## src/rtl/instr_encode.sv

```systemverilog
// RV32I field-to-instruction encoder feeding a DEPTH-entry valid/ready FIFO.
// Optional immediate range checking is enabled by defining ENC_IMM_CHECK_EN.
module instr_encode #(
  parameter int DEPTH = 4,
  parameter int CW    = $clog2(DEPTH) + 1
) (
  input  logic          clk,
  input  logic          rst_n,
  input  logic          in_valid,
  output logic          in_ready,
  input  logic [6:0]    in_opcode,
  input  logic [4:0]    in_rd,
  input  logic [4:0]    in_rs1,
  input  logic [4:0]    in_rs2,
  input  logic [2:0]    in_funct3,
  input  logic [6:0]    in_funct7,
  input  logic [31:0]   in_imm,
  output logic          out_valid,
  input  logic          out_ready,
  output logic [31:0]   out_instr,
  output logic          out_illegal,
  output logic [CW-1:0] count
);

  localparam int AW = $clog2(DEPTH);

  localparam logic [6:0]  OPC_OPIMM  = 7'b0010011;
  localparam logic [6:0]  OPC_LOAD   = 7'b0000011;
  localparam logic [6:0]  OPC_JALR   = 7'b1100111;
  localparam logic [6:0]  OPC_LUI    = 7'b0110111;
  localparam logic [6:0]  OPC_OP     = 7'b0110011;
  localparam logic [6:0]  OPC_STORE  = 7'b0100011;
  localparam logic [6:0]  OPC_BRANCH = 7'b1100011;
  localparam logic [31:0] NOP_WORD   = 32'h0000_0013;

`ifdef ENC_IMM_CHECK_EN
  function automatic logic fits_s12(input logic [31:0] imm);
    return (imm[31:11] == {21{imm[11]}});
  endfunction

  function automatic logic fits_s13(input logic [31:0] imm);
    return (imm[31:12] == {20{imm[12]}});
  endfunction

  function automatic logic imm_range_bad(input logic [6:0] opc, input logic [31:0] imm);
    logic bad;
    case (opc)
      OPC_OPIMM, OPC_LOAD, OPC_JALR, OPC_STORE: bad = !fits_s12(imm);
      OPC_BRANCH:                               bad = !fits_s13(imm) || imm[0];
      OPC_LUI:                                  bad = (imm[11:0] != 12'h000);
      default:                                  bad = 1'b0;
    endcase
    return bad;
  endfunction
`endif

  logic [31:0] raw_word_s;
  logic        raw_ill_s;
  logic        imm_bad_s;
  logic [31:0] enc_word_s;
  logic        enc_ill_s;

  logic [32:0]   mem_q [DEPTH];
  logic [32:0]   mem_d [DEPTH];
  logic [AW-1:0] wr_ptr_q, wr_ptr_d;
  logic [AW-1:0] rd_ptr_q, rd_ptr_d;
  logic [CW-1:0] count_q, count_d;
  logic          push_s;
  logic          pop_s;

  // Pack the field bundle according to the major opcode.
  always_comb begin
    raw_word_s = NOP_WORD;
    raw_ill_s  = 1'b1;
    case (in_opcode)
      OPC_OPIMM, OPC_LOAD, OPC_JALR: begin
        raw_word_s = {in_imm[11:0], in_rs1, in_funct3, in_rd, in_opcode};
        raw_ill_s  = 1'b0;
      end
      OPC_LUI: begin
        raw_word_s = {in_imm[31:12], in_rd, in_opcode};
        raw_ill_s  = 1'b0;
      end
      OPC_OP: begin
        raw_word_s = {in_funct7, in_rs2, in_rs1, in_funct3, in_rd, in_opcode};
        raw_ill_s  = 1'b0;
      end
      OPC_STORE: begin
        raw_word_s = {in_imm[11:5], in_rs2, in_rs1, in_funct3, in_imm[4:0], in_opcode};
        raw_ill_s  = 1'b0;
      end
      OPC_BRANCH: begin
        raw_word_s = {in_imm[12], in_imm[10:5], in_rs2, in_rs1, in_funct3,
                      in_imm[4:1], in_imm[11], in_opcode};
        raw_ill_s  = 1'b0;
      end
      default: begin
        raw_word_s = NOP_WORD;
        raw_ill_s  = 1'b1;
      end
    endcase
  end

`ifdef ENC_IMM_CHECK_EN
  assign imm_bad_s = imm_range_bad(in_opcode, in_imm);
`else
  assign imm_bad_s = 1'b0;
`endif

  assign enc_word_s = imm_bad_s ? NOP_WORD : raw_word_s;
  assign enc_ill_s  = raw_ill_s | imm_bad_s;

  // A push is refused at full even when a pop happens in the same cycle.
  assign push_s = in_valid && (count_q != CW'(DEPTH));
  assign pop_s  = out_ready && (count_q != {CW{1'b0}});

  // Next-state for storage, pointers and occupancy.
  always_comb begin
    mem_d    = mem_q;
    wr_ptr_d = wr_ptr_q;
    rd_ptr_d = rd_ptr_q;
    if (push_s) begin
      mem_d[wr_ptr_q] = {enc_ill_s, enc_word_s};
      wr_ptr_d        = wr_ptr_q + AW'(1);
    end else begin
      wr_ptr_d = wr_ptr_q;
    end
    if (pop_s) begin
      rd_ptr_d = rd_ptr_q + AW'(1);
    end else begin
      rd_ptr_d = rd_ptr_q;
    end
    case ({push_s, pop_s})
      2'b10:   count_d = count_q + CW'(1);
      2'b01:   count_d = count_q - CW'(1);
      default: count_d = count_q;
    endcase
  end

  // State registers; storage is cleared so the idle head reads as zero.
  always_ff @(posedge clk or negedge rst_n) begin
    if (!rst_n) begin
      for (int i = 0; i < DEPTH; i++) begin
        mem_q[i] <= 33'd0;
      end
      wr_ptr_q <= {AW{1'b0}};
      rd_ptr_q <= {AW{1'b0}};
      count_q  <= {CW{1'b0}};
    end else begin
      mem_q    <= mem_d;
      wr_ptr_q <= wr_ptr_d;
      rd_ptr_q <= rd_ptr_d;
      count_q  <= count_d;
    end
  end

  assign in_ready    = (count_q != CW'(DEPTH));
  assign out_valid   = (count_q != {CW{1'b0}});
  assign out_instr   = mem_q[rd_ptr_q][31:0];
  assign out_illegal = mem_q[rd_ptr_q][32];
  assign count       = count_q;

endmodule
```

## config.mk

```make
export PLATFORM = sky130hd
export DESIGN_NAME = instr_encode
export DESIGN_NICKNAME = d
export VERILOG_FILES = /design/src/rtl/instr_encode.sv
export SDC_FILE = /design/constraint.sdc
export NUM_CORES = 1
export LEC_CHECK = 0
export BUFFER_PORTS_ARGS = -buffer_cell sky130_fd_sc_hd__buf_4
export CAP_MARGIN = 20
export CORE_UTILIZATION = 57
export DETAILED_ROUTE_END_ITERATION = 8
export HOLD_SLACK_MARGIN = 0.1
export PLACE_DENSITY = 0.91
export SETUP_SLACK_MARGIN = 0.1
export SYNTH_ARGS = -nofsm -noshare
export SYNTH_HDL_FRONTEND = slang
export SYNTH_SLANG_ARGS = --single-unit
```

## constraint.sdc

```tcl
create_clock -name clk -period 2.9 [get_ports clk]
set_clock_uncertainty 0.1 [all_clocks]
set_input_delay 0.58 -clock clk [delete_from_list [all_inputs] [get_ports clk]]
set_output_delay 0.58 -clock clk [all_outputs]
set_load 0.05 [all_outputs]
```

# Word-level counts from Yosys, hierarchy flattened
# Cells that the tools add are included.
dict set report op_classes {
  addsub 4
  n_mux 9
  magnitude_cmp 3
  n_eq_ne 10
  reduce_logical 7
  bitwise_logic 2
}
# operator n
set op_table {}
lappend op_table {{$pmux 32 s5} 1}
lappend op_table {{$bwmux 132} 1}
lappend op_table {{$mux 33} 3}
lappend op_table {{$bmux 33 s2} 1}
lappend op_table {{$demux 33 s2} 1}
lappend op_table {{$eq 7x6->1 const B} 3}
lappend op_table {{$eq 7x7->1 const B} 2}
lappend op_table {{$eq 7x2->1 const B} 1}
lappend op_table {{$eq 7x5->1 const B} 1}
lappend op_table {{$reduce_or 7->1} 1}
lappend op_table {{$ge 3x3->1 const B} 2}
lappend op_table {{$not 2->3} 2}
lappend op_table {{$pmux 3 s2} 1}
lappend op_table {{$add 2x1->2 const B} 2}
lappend op_table {{$add 3x1->3 const B} 1}
lappend op_table {{$logic_and 1x1->1} 3}
lappend op_table {{$lt 3x1->1 const B} 1}
lappend op_table {{$ne 3x3->1 const B} 1}
lappend op_table {{$reduce_bool 3->1} 1}
lappend op_table {{$reduce_or 3->1} 1}
lappend op_table {{$sub 3x1->3 const B} 1}
lappend op_table {{$eq 2x1->1 const B} 1}
lappend op_table {{$eq 2x2->1 const B} 1}
lappend op_table {{$reduce_bool 2->1} 1}
lappend op_table {{$mux 1} 1}
dict set report totals {
  reg_bits 139
  output_inout_bits 38
  input_bits 68
  wordCells 42
}

# Longest topological paths before layout
# Gate-level depths: netlist (run 1).
dict set report logic_depth {
  ltp_word 6
  depth_mapped 9
  mapped_depth_nobuf 8
}

# Worst setup path after synthesis (run 1)
# OpenSTA, ideal clock, no wires.
dict set report synth_timing {
  path_kind {register to register}
  start {register count_q[0], in the netlist count[0]}
  end {register count_q[2], in the netlist count[2]}
  path_slack_ns 0.353
  setup_time_ns 0.082
  synth_period_minus_slack_ns 2.547
  t_arrival_ns 2.365
  stages_incl_launch_ff 9
  n_path_buf 0
  required_ns 2.718
  path_cell_list {dfrtp_1 or3_1 and2_1 ha_1 inv_1 fa_1 xor2_1 nor2_1 xor2_1}
}
dict set report synth_via {
  elab_chain_len 4
  elab_cells_between_ends 10
  classes_between {add/sub: 2; eq/ne: 3; mux: 1; reduce/logical: 4}
}
# item line
set synth_lines {}
lappend synth_lines {{from (decl)} 67} ;# logic [CW-1:0] count_q, count_d;
lappend synth_lines {{from (signal assigned)} 148} ;# count_q <= {CW{1'b0}};
lappend synth_lines {{from (signal assigned)} 153} ;# count_q <= count_d;
lappend synth_lines {{$reduce_bool 3->1 *} n/a}
lappend synth_lines {{net out_valid} 18} ;# output logic out_valid,
lappend synth_lines {{$logic_and 1x1->1 *} 115} ;# assign pop_s = out_ready && (count_q != {CW{1'b0}});
lappend synth_lines {{net pop_s} 69} ;# logic pop_s;
lappend synth_lines {{$eq 2x1->1 / $eq 2x2->1 (equally long branches)} 133} ;# case ({push_s, pop_s})
lappend synth_lines {{$pmux 3 s2 / $reduce_bool 2->1 (equally long branches)} n/a}
# The timed path passes the listed nets; every way through them passes the cells marked *.
# A chain may end at the register's enable or synchronous reset.

# Final worst setup path (run 1)
dict set report layout_timing {
  start {register rd_ptr_q[0]}
  end {output port out_instr[23]}
}
dict set report layout_via {
  elab_chain_len 4
}
# item line
set layout_lines {}
lappend layout_lines {{from (decl)} 66} ;# logic [AW-1:0] rd_ptr_q, rd_ptr_d;
lappend layout_lines {{from (signal assigned)} 147} ;# rd_ptr_q <= {AW{1'b0}};
lappend layout_lines {{from (signal assigned)} 152} ;# rd_ptr_q <= rd_ptr_d;
lappend layout_lines {{$not 2->3 (not written as such)} 159} ;# assign out_instr = mem_q[rd_ptr_q][31:0];
lappend layout_lines {{$bmux 33 s2} 159}
lappend layout_lines {{$mux 33 (2 in a row)} n/a}
lappend layout_lines {{to (decl)} 20} ;# output logic [31:0] out_instr,
# Every way passes these cells. The select of a mux whose other input is x is not followed.

==> results.py, run 1 <==
metrics = {
    "synth": {
        "synth_common_cells": "139 x dfrtp_1, 72 x nand2_1, 50 x a22o_1, 33 x mux2_2, 33 x mux4_2",
        "seq_area_frac_synth_pct": 50.40,
        "avgSynthCellArea_um2": 12.00,
        "synthMostInstantiatedCell": "dfrtp_1",
        "synthCells": 575,
        "yosysWarningCount": 0,
        "ys_seq_elements": 139,
        "synth_flop_cell": "dfrtp_1",
        "synth_edf_count": 0,
        "yosysUniqueCellTypes": 47,
        "synth_area_leaders": "dfrtp_1 50%, mux4_2 11%, a22o_1 6.3%",
        "async_reset_ff_share_pct": 100.0,
        "synth_area_leader_cell": "dfrtp_1",
        "synth_top_area_share_pct": 50.40,
        "syn-num-nets": 649,
        "synth_area_um2": 6902,
    },
    "pwr": {
        "p_per_area_nw_per_um2": 801.5,
        "irDropWorstVdd_mv": 0.5638,
        "seqPwrFrac_pct": 34.3,
        "switching_share_pct": 33.93,
        "clkPwrFrac_pct": 35.0,
        "combPwrFrac_pct": 30.8,
        "p_sw_mw": 2.290,
        "leakagePower_nw": 3.803,
        "internal_power_mw": 4.459,
    },
    "global_route": {
        "grt_max_degree": 43,
        "gr-usage-met3_pct": 11.12,
        "antenna_found_initial": 0,
        "grt-ovfl-total": 0,
        "met1_usage_pct": 41.59,
        "grt_pass1_vias": 5801,
        "grt_pass1_wl_mm": 30.96,
        "grt.total_usage_pct": 32.93,
        "busiest_layer": "met2",
        "met2_usage_pct": 51.35,
    },
    "die": {
        "die-area_um2": 12550,
        "chipHeight_um": 112.0,
        "start_util_pct": 59.43,
        "die_x_um": 112.0,
        "ioPinCount": 106,
        "coreArea_um2": 11610,
        "placementRows": 39,
    },
    "cells_and_area": {
        "drive_gt1_share_pct": 33.04,
        "area_delta_synth_final_pct": 22.01,
        "final_nets": 739,
        "finalInstanceArea_um2": 8421,
        "antenna_cells": 0,
    },
    "clocking": {
        "root_buffer": "clkbuf_16",
        "clkSinkCount": 139,
        "cts_tree": "yes",
        "clkSlewWorstSetupHoldPaths_ps": 60,
        "clock_latency_ps": 420,
        "cts_htree_levels": 4,
        "post_cts_buffers": 0,
        "cts_hold_buf": 1,
        "postCtsResizedCells": 0,
        "cts_buffers": 17,
        "clockBufferDepth": 2,
    },
    "worst_hold_path": {
        "hold_class": "reg2reg",
    },
    "timing": {
        "hold_violations": 0,
        "setup_slack_ps": 299.9,
        "finalSetupViolCount": 0,
        "maxSlewHeadroom_pct": 44.43,
        "hold_ws_ps": 376.5,
        "tns_ps": 0,
        "rsz0062_at_grt": "no",
        "fin_crit_ps": 2600,
        "fmax_ghz": 0.3846,
        "drv_slew": 0,
        "tightest_slew_ps": 832.5,
        "period_share_pct": 89.66,
    },
    "run": {
        "drv_cap": 0,
    },
    "drt": {
        "drtIter0Drc": 636,
        "first_pass_iters": 8,
        "dr_total_vias": 5522,
        "wl_per_cell_um": 23.33,
        "drc_errors": 8,
        "via_per_inst": 6.726,
        "wirelength_mm": 19.15,
        "ant_nets": 0,
    },
    "run_status": {
        "violations": "design-rule violations",
        "outcome": "finished, violations left",
    },
    "worst_setup_path": {
        "startpoint_type": "flop",
        "cp_max_fo": 35,
        "critPathRequiredTime_ps": 2220,
        "criticalPathCategory": "reg2out",
        "cp-end-kind": "output pin",
        "cp.arrival_ps": 1920,
    },
    "placement": {
        "place.gp.congestion": 0.8606,
        "io_buffers": 105,
        "post_dp_cell_area_um2": 7764,
        "dp_hpwl_mm": 12.36,
        "place_ws_ps": 494.4,
    },
}
metal layers:
layer / routed length, um / vias up
met2: 9255 / 375
met4: 747 / 0
met1: 7114 / 2740
li1: - / 2330
met5: 0 / -
met3: 2036 / 77
logic make-up (layout without fill, tap and decap cells):
kind of cell               after synthesis  count (layout)  share of synthesized area, %
buffers and inverters                   54             157                         3.662
xor gates and xnor gates                 7               7                        0.8883
and+or+nand+nor                        162             162                         12.35
AOI/OAI and AO/OA                      136             136                         14.58
muxes                                   71              71                         16.93
DFF                                    139             139                         50.40
adders and majority gates                6               6                         1.197
state kept, by name, indices dropped and copies added (netlist names):
signal,cells
rd_ptr_q,2
count,3
wr_ptr_q,2
mem_q,132
through the flow:
stage	cells	util, %	power [mW]
finish	821	72.51	6.749
detailed placement	788	66.85	4.380
floorplan	575	-	3.764
global placement	788	66.85	4.285
CTS	821	72.51	6.745
global route	821	72.51	7.001
worst paths after layout:
| check | start | slack [ps] | cells after the start | endpoint |
|---|---|---|---|---|
| worst max-delay path | rd_ptr_q[0] | 300 | 3 | out_instr[23] |
| worst min-delay path | mem_q[99] | 380 | 1 | mem_q[99] |
| worst max register to register | count[0] | 480 | 8 | count[2] |
| worst min register to register | mem_q[99] | 380 | 1 | mem_q[99] |
| max in group asynchronous | rst_n | 1440 | 3 | rd_ptr_q[0] |
| min in group asynchronous | rst_n | 580 | 2 | mem_q[92] |
cell type report:
type	instances	area [um2]
Sequential cell	139	3480
Fill cell	706	3193
Multi-Input combinational cell	382	3171
Timing Repair Buffer	116	910.9
Clock buffer	22	484.2
Tap cell	143	178.9
Clock inverter	10	162.7
Inverter	9	33.78
power groups by stage:
stage / clock network, mW / registers (mW) / logic, mW
2_1_floorplan: 0 / 2.36 / 1.40
3_3_place_gp: 0 / 2.31 / 1.98
3_5_place_dp: 0 / 2.34 / 2.04
4_1_cts: 2.37 / 2.31 / 2.06
5_1_grt: 2.47 / 2.34 / 2.19
6_report: 2.36 / 2.31 / 2.08
worst max-delay path: stages (launching register included):
cell,delay [ps]
dfrtp_2,370
buf_12,290
mux4_2,600
buf_4,220
cells in the final DEF (no fill, tap or decap), types with 11 or more instances in the layout:
master,synthesis,routed
dfrtp_1,139,138
buf_4,1,112
nand2_1,72,72
a22o_1,50,50
mux4_2,33,33
mux2_2,33,33
a21oi_1,28,28
a22oi_1,20,20
nor2_1,17,17
clkbuf_16,0,17
o21ai_0,16,16
nand2b_1,11,11
Power figures use the tool's default switching activity.
==> run 2, diff against run 1 <==
Settings changed: REMOVE_ABC_BUFFERS set to 1.
==> run 2 against run 1 <==
  * The run still ends with design-rule violations left
  * Sequential share of layout area fell by 0.13 points
  * Critical path depth did not move
  * Fmax fell by 4.4%
  * Critical endpoint is now out_instr[18]
  * Largest power group is now sequential cells
  * Highest routed layer unchanged
==> results.py, run 2 (synthesized netlist as in run 1, its figures left out) <==
metrics = {
    "worst_setup_path": {
        "cp-end-kind": "output pin",
        "cp.arrival_ps": 2040,
        "cp_max_fo": 12,
        "critPathRequiredTime_ps": 2220,
        "crit_slowest_cell": "dfrtp_4",
        "startpoint_type": "flop",
        "slowest_delay_ps": 580,
        "crit_start": "rd_ptr_q[0]",
        "rr_worst_depth": 8,
        "rr_startpoint": "count[1]",
        "crit_family": "flip-flops",
        "path_buf_inv": 2,
        "criticalPathCategory": "reg2out",
        "cp.depth": 3,
        "cp_cell_sequence": "buf_4 -> mux4_2 -> buf_4",
        "cp_common_cell": "buf_4",
    },
    "clocking": {
        "root_buffer": "clkbuf_16",
        "clkSinkCount": 139,
        "cts_tree": "yes",
        "clockBufferDepth": 2,
        "post_cts_buffers": 0,
        "cts_htree_levels": 4,
        "clock_latency_ps": 420,
        "clkSlewWorstSetupHoldPaths_ps": 60,
        "cts_buffers": 17,
    },
    "global_route": {
        "grt-ovfl-total": 0,
        "antenna_found_initial": 0,
        "grt_pass1_wl_mm": 29.82,
        "grt_pass1_vias": 5761,
        "grt_max_degree": 52,
        "grt.total_usage_pct": 31.58,
    },
    "cells_and_area": {
        "final_common_cell": "dfrtp_1",
        "largest_reg_flops": 132,
        "drive_gt1_share_pct": 33.43,
        "final-instance-count-excl-fill": 825,
        "area_delta_synth_final_pct": 22.48,
        "final_nets": 743,
        "regMostFlops": "mem_q",
        "final_cell_mix": "138 x dfrtp_1, 116 x buf_4, 72 x nand2_1, 50 x a22o_1",
        "antenna_cells": 0,
    },
    "placement": {
        "place.gp.congestion": 0.8658,
        "dp_hpwl_mm": 12.38,
        "post-place-cells": 792,
        "place_ws_ps": 492.3,
        "io_buffers": 105,
    },
    "worst_hold_path": {
        "hold_start": "mem_q[0]",
        "holdPathStages": 1,
        "hold_class": "reg2reg",
    },
    "drt": {
        "drtIter0Drc": 635,
        "wl_per_cell_um": 22.65,
        "wirelength_mm": 18.68,
        "dr_total_vias": 5482,
        "ant_nets": 0,
        "via_per_inst": 6.645,
        "first_pass_iters": 7,
        "drc_errors": 5,
    },
    "die": {
        "ioPinCount": 106,
        "die-area_um2": 12550,
        "chipHeight_um": 112.0,
        "coreArea_um2": 11610,
        "placementRows": 39,
        "die_x_um": 112.0,
        "start_util_pct": 59.43,
    },
    "pwr": {
        "leakagePower_nw": 3.811,
        "irDropWorstVdd_mv": 0.6718,
        "p_per_area_nw_per_um2": 799.6,
        "power.total_mw": 6.759,
    },
    "timing": {
        "period_share_pct": 93.80,
        "tightest_slew_ps": 682.0,
        "hold_violations": 0,
        "rsz0062_at_grt": "no",
        "drv_slew": 0,
        "hold_ws_ps": 364.9,
        "setup_slack_ps": 179.9,
        "fin_crit_ps": 2720,
        "finalSetupViolCount": 0,
        "fmax_ghz": 0.3676,
        "maxSlewHeadroom_pct": 54.54,
    },
    "run_status": {
        "outcome": "finished, violations left",
        "violations": "design-rule violations",
    },
    "run": {
        "drv_cap": 0,
    },
}
==> run 2: changes by cell type in the layout (fill, tap and decap cells not counted) <==
| cell | previous run | this run |
|---|---|---|
| dfrtp_2 | 1 | 0 |
| clkinv_4 | 2 | 0 |
| clkinv_2 | 2 | 1 |
| clkinvlp_4 | 2 | 5 |
| dfrtp_4 | 0 | 1 |
| buf_4 | 112 | 116 |
==> run 2: repair_timing <==
action                                  in CTS  in global routing
resized for setup                            1                  0
hold buffers                                 1                  0
endpoints found under the setup margin       7                  0
hold endpoints to repair                    37                  0
==> run 2: area by class of cell <==
| class | instances | area [um2] |
|---|---|---|
| inverter | 9 | 33.78 |
| timing repair buffer | 120 | 940.9 |
| multi-input combinational | 382 | 3171 |
| clock buffer | 22 | 484.2 |
| clock inverter | 10 | 162.7 |
| tap | 143 | 178.9 |
| fill | 761 | 3161 |
| sequential | 139 | 3482 |
==> run 2: path summary, 6_finish.rpt <==
check	end	slack, ps
setup / recovery	out_instr[18]	180
hold / removal	mem_q[0]	360
setup reg to reg	count[2]	420
hold reg to reg	mem_q[0]	360
max in group asynchronous	rd_ptr_q[0]	1420
min in group asynchronous	mem_q[122]	600
==> run 2: worst register-to-register path, delay by kind of cell (launching register included) <==
family	cells	cell delay, ps
XOR/XNOR	2	320
buffers and inverters	1	70
flip-flops	1	400
AND/OR/NAND/NOR	3	930
adder cells (fa/ha/maj)	2	600
==> run 2: metal layers <==
layer	vias up	GRT usage, %	wire length, um
li1	2335	-	-
met1	2753	39.30	6954
met2	320	50.85	9154
met3	74	9.773	1766
met4	0	15.11	808
met5	-	0	0
==> run 2: per-stage QoR <==
stage          instance area [um2]  utilization, %  setup TNS (ps)
3_5_place_dp                  7794           67.11               0
4_1_cts                       8453           72.79               0
6_report                      8453           72.79               0
2_1_floorplan                 6683               -           -1605
5_1_grt                       8453           72.79               0
3_3_place_gp                  7794           67.11               0
==> run 2: power by group <==
| group | leakage (nW) | internal, mW | switching [mW] |
|---|---|---|---|
| clock network | 0.301 | 1.53 | 0.818 |
| registers | 1.85 | 2.17 | 0.193 |
| logic | 1.66 | 0.793 | 1.26 |
| total | 3.81 | 4.49 | 2.27 |
